`src/rtl/bin_frame_unpack.sv`:
```
// Reassembles a BW_OUT-bit serialized word stream (bin 0 first, MSB slice first)
// into one frame of BINS parallel SUM_WIDTH-bit bins, with SOF-based framing checks.
module bin_frame_unpack #(
    parameter int SUM_WIDTH = 32,
    parameter int BINS      = 4,
    parameter int BW_OUT    = 8
) (
    input  logic                                clk,
    input  logic                                arest,
    input  logic                                in_valid,
    input  logic                                in_sof,
    input  logic [BW_OUT-1:0]                   in_data,
    output logic                                in_ready,
    output logic                                out_valid,
    input  logic                                out_ready,
    output logic [BINS-1:0][SUM_WIDTH-1:0]      out_data,
    output logic                                frame_err,
    output logic [15:0]                         err_count
);

    localparam int SLICES = SUM_WIDTH / BW_OUT;
    localparam int W      = BINS * SLICES;
    localparam int CW     = (W > 1) ? $clog2(W) : 1;

    typedef enum logic [1:0] {
        IDLE,
        FILL,
        HOLD
    } state_t;

    state_t                        state;
    logic [CW-1:0]                 cnt;
    logic [BINS*SUM_WIDTH-1:0]     frame_q;
    logic                          accept;
    logic                          wr_en;
    logic [CW-1:0]                 wr_idx;

    // Bit position of word k: bin k/SLICES, slice 0 holds that bin's MSBs.
    function automatic int word_offset(input int k);
        return (k / SLICES) * SUM_WIDTH + (SLICES - 1 - (k % SLICES)) * BW_OUT;
    endfunction

    assign accept = in_valid && in_ready && (state != HOLD);
    assign wr_en  = accept && (in_sof || (state == FILL));
    assign wr_idx = in_sof ? '0 : cnt;

    always_ff @(posedge clk or posedge arest) begin
        if (arest) begin
            state     <= IDLE;
            cnt       <= '0;
            in_ready  <= 1'b0;
            out_valid <= 1'b0;
            frame_err <= 1'b0;
            err_count <= '0;
        end else begin
            frame_err <= 1'b0;
            case (state)
                IDLE: begin
                    in_ready <= 1'b1;
                    if (accept) begin
                        if (in_sof) begin
                            cnt   <= CW'(1);
                            state <= FILL;
                        end else begin
                            frame_err <= 1'b1;
                            if (err_count != 16'hFFFF)
                                err_count <= err_count + 16'd1;
                        end
                    end
                end
                FILL: begin
                    if (accept) begin
                        if (in_sof) begin
                            // A fresh SOF restarts the frame; the partial one is lost.
                            frame_err <= 1'b1;
                            if (err_count != 16'hFFFF)
                                err_count <= err_count + 16'd1;
                            cnt <= CW'(1);
                        end else if (cnt == CW'(W - 1)) begin
                            cnt       <= '0;
                            in_ready  <= 1'b0;
                            out_valid <= 1'b1;
                            state     <= HOLD;
                        end else begin
                            cnt <= cnt + CW'(1);
                        end
                    end
                end
                HOLD: begin
                    if (out_ready) begin
                        out_valid <= 1'b0;
                        in_ready  <= 1'b1;
                        state     <= IDLE;
                    end
                end
                default: begin
                    state    <= IDLE;
                    cnt      <= '0;
                    in_ready <= 1'b0;
                end
            endcase
        end
    end

    // Frame storage only moves on accepted words, so a held frame is never disturbed.
    always_ff @(posedge clk or posedge arest) begin
        if (arest) begin
            frame_q <= '0;
        end else if (wr_en) begin
            for (int k = 0; k < W; k++) begin
                if (wr_idx == CW'(k))
                    frame_q[word_offset(k) +: BW_OUT] <= in_data;
            end
        end
    end

    assign out_data = frame_q;

endmodule

```
`config.mk`:
```
export PLATFORM = sky130hd
export DESIGN_NAME = bin_frame_unpack
export DESIGN_NICKNAME = d
export VERILOG_FILES = /design/src/rtl/bin_frame_unpack.sv
export SDC_FILE = /design/constraint.sdc
export NUM_CORES = 1
export LEC_CHECK = 0
export ABC_AREA = 0
export CAP_MARGIN = 0
export CORE_MARGIN = 5
export CORE_UTILIZATION = 49
export DETAILED_ROUTE_END_ITERATION = 8
export PLACE_DENSITY_LB_ADDON = 0.15
export SLEW_MARGIN = 25
export SYNTH_ARGS = -nofsm -noshare
export SYNTH_HDL_FRONTEND = slang
export SYNTH_SLANG_ARGS = --single-unit
```
`constraint.sdc`:
```
create_clock -name clk -period 6.8 [get_ports clk]
set_input_delay 1.7 -clock clk [delete_from_list [all_inputs] [get_ports clk]]
set_output_delay 1.7 -clock clk [all_outputs]
set_load 0.05 [all_outputs]
```
==> flow_summary_export.csv <==
group,metric,value,unit
yosys,synth_edf_count,0,
timing,tightest_slew,0.8481,ns
cells_and_area,drive_gt1_frac,0.2979,
cells_and_area,syn2layout_area_growth,38.25,%
timing,layout_min_cycle_time,3.820,ns
yosys,synth_most_common_cell,"dfrtp_1",
outcome,status,"completed",
floorplan,row_count,41,
global_route,gr-usage-all-layers,0.2108,
clock_network,cts-htree-levels,4,
clock_network,clk_root_buffer_cell,"clkbuf_16",
global_route,grt_pass1_wl,23.93,mm
detailed_routing,vias,4166,
cells_and_area,diodes,0,
floorplan,start_util,0.4992,
critical_path,rr_endpoint,"out_data[94]",
min_path,holdCritPathClass,"reg2reg",
yosys,yosys_warnings,0,
clock_network,clock_sinks,153,
detailed_routing,antenna_left,0,
clock_network,clk_path_buf_depth,2,
yosys,syn-cell-area,6300,µm²
critical_path,r2r_slack,4.31,ns
power,cellLeakagePower,4.039,nW
placed_design,hpwlAfterDp,10.56,mm
timing,finalSetupViolCount,0,
placed_design,gp_congestion,0.8522,
yosys,synth_top_area_share,0.6077,
yosys,ys_types,45,
min_path,hold_path_depth,1,
critical_path,worstReg2RegStart,"state[0]",
detailed_routing,post-route-drc-count,0,
timing,tns,0,ns
critical_path,crit_arrival,4.12,ns
detailed_routing,drt_iter0_markers,168,
floorplan,io_pins,160,
yosys,async_reset_ff_frac,1.000,
critical_path,cp.required,7.10,ns
yosys,synth_nets,451,
cells_and_area,final_nets,615,
floorplan,die-height,123.4,µm
timing,max_slew_margin,0.4266,
cells_and_area,ff_latch_area,3829,µm²
global_route,antenna_found_initial,0,
yosys,synth_seq_cells,153,
power,p_per_area,378.6,nW/µm²
critical_path,critPathCaptureType,"register",
min_path,min_from,"out_data[5]",
critical_path,rr_worst_depth,5,
placed_design,post_dp_cell_area,8053,µm²
placed_design,port-buffer-count,159,
global_route,grt_max_degree,109,
floorplan,die_area,15220,µm²
critical_path,crit_type,"in2reg",
timing,grt_setup_unrepaired,"no",
detailed_routing,vias_per_cell,5.321,
critical_path,start_kind,"primary input",
clock_network,cts_hold_buf,0,
cells_and_area,multi_input_area,2382,µm²
power,peakVddDrop,249.5,µV
clock_network,clk_pin_slew,0.06,ns
timing,drv_slew,0,
clock_network,postCtsSetupBuffers,0,
detailed_routing,firstDrtPassIters,4,
yosys,postSynthAreaPerCell,14.52,µm²
yosys,yosysSeqAreaShare,0.6077,
floorplan,die_x,123.4,µm
clock_network,insertion_delay,0.42,ns
timing,finalHoldViolCount,0,
yosys,synthCells,434,
cells_and_area,design_area,8710,µm²
run,drv_cap,0,
floorplan,core-area,12620,µm²
yosys,yosysTopAreaCell,"dfrtp_1",
timing,fin_crit_sh,0.5618,
yosys,synth.top_cells.by_count,"153 x dfrtp_1, 126 x mux2_2, 14 x nand2_1",
detailed_routing,wl,15.28,mm
timing,max_freq,261.8,MHz
clock_network,cts_inserted_buffers,17,
timing,holdWs,0.4908,ns
yosys,synth_flop_cell,"dfrtp_1",
clock_network,cts_resized,0,
yosys,ys_top_cells_by_area,"dfrtp_1 61%, mux2_2 23%, xor2_1 1.5%",
clock_network,cts_tree,"built",
global_route,overflow,0,
global_route,grt_pass1_vias,4370,
min_path,holdPathEnd,"out_data[5]",
cells_and_area,fillers,935,
timing,fin_skew,0.006757,ns
critical_path,worst-path-max-fanout,13,
detailed_routing,wl_per_cell,19.52,µm
[state kept, by name, summed over array words and instances, names as in the netlist]
name	flops
err_count	16
out_valid	1
frame_err	1
out_data	128
state	2
in_ready	1
cnt	4
[stage by stage]
| step | total power, mW | cells | setup WS, ns | util |
|---|---|---|---|---|
| after floorplan | 1.897 | 434 | 0.9786 | - |
| after global placement | 2.275 | 751 | 2.637 | 0.6381 |
| after detailed placement | 2.294 | 751 | 2.570 | 0.6381 |
| after CTS | 3.328 | 783 | 3.006 | 0.6900 |
| after global routing | 3.423 | 783 | 2.813 | 0.6902 |
| final | 3.298 | 783 | 2.980 | 0.6902 |
[worst max path at each step]
stage,cells after the start,endpoint,slack (ns),from
after floorplan,1,cnt[0],0.98,arest
after global placement,6,out_data[90],2.64,in_sof
after detailed placement,6,out_data[81],2.57,in_sof
after CTS,6,out_data[94],3.01,in_sof
after global routing,6,out_data[119],2.81,in_sof
final,6,out_data[94],2.98,in_sof
[routing by layer]
layer / track usage / up-vias / part of all wire
met2: 0.3374 / 121 / 0.50
met5: 0 / - / 0
met4: 0.07751 / 0 / 0.023
li1: - / 1895 / -
met1: 0.2567 / 2123 / 0.40
met3: 0.08692 / 27 / 0.081
[where the power goes]
| group | internal (mW) | switching (mW) | leakage [nW] |
|---|---|---|---|
| Sequential | 1.06 | 0.105 | 2.03 |
| Clock | 0.671 | 0.357 | 0.317 |
| Combinational | 0.378 | 0.723 | 1.69 |
[critical path, cell delays in order]
cell and delay, ns:
clkdlybuf4s50_1 0.75, inv_1 0.10, ha_1 0.31, nor3_2 0.50
nand4_2 0.37, mux2_2 0.38
[logic make-up after synthesis]
| group | share of synthesized area |
|---|---|
| flip-flops | 0.6077 |
| multiplexers | 0.2342 |
| adder cells (fa/ha/maj) | 0.007945 |
| AO/OA/AOI/OAI | 0.02443 |
| AND/OR/NAND/NOR | 0.09216 |
| buffers and inverters | 0.01410 |
| XOR/XNOR | 0.01946 |
[layout make-up]
| type | instances | area share |
|---|---|---|
| repair buffers | 160 | 0.1836 |
| clock buffers | 21 | 0.05287 |
| clock inverters | 11 | 0.02227 |
| well taps | 172 | 0.02471 |
| flip-flops and latches | 153 | 0.4396 |
| inverters | 6 | 0.003448 |
| multi-input cells | 260 | 0.2735 |
[placed cells by master, fill, tap and decap left out, types with 3 or more instances in the layout]
cell / count
clkdlybuf4s50_1: 159
dfrtp_1: 153
mux2_2: 126
clkbuf_16: 17
nand2_1: 14
nor2_1: 13
xor2_1: 11
nand2_2: 8
o21ai_0: 8
nand3_1: 7
nand4_1: 6
inv_1: 5
mux2_1: 5
bufinv_16: 5
nand4_2: 4
nor4b_1: 4
ha_1: 4
nor2b_1: 3
nor4_4: 3
nor4_1: 3
a21oi_1: 3
xnor2_1: 3
o211ai_1: 3
nor3_1: 3
clkinv_4: 3
Power figures use the tool's default switching activity.
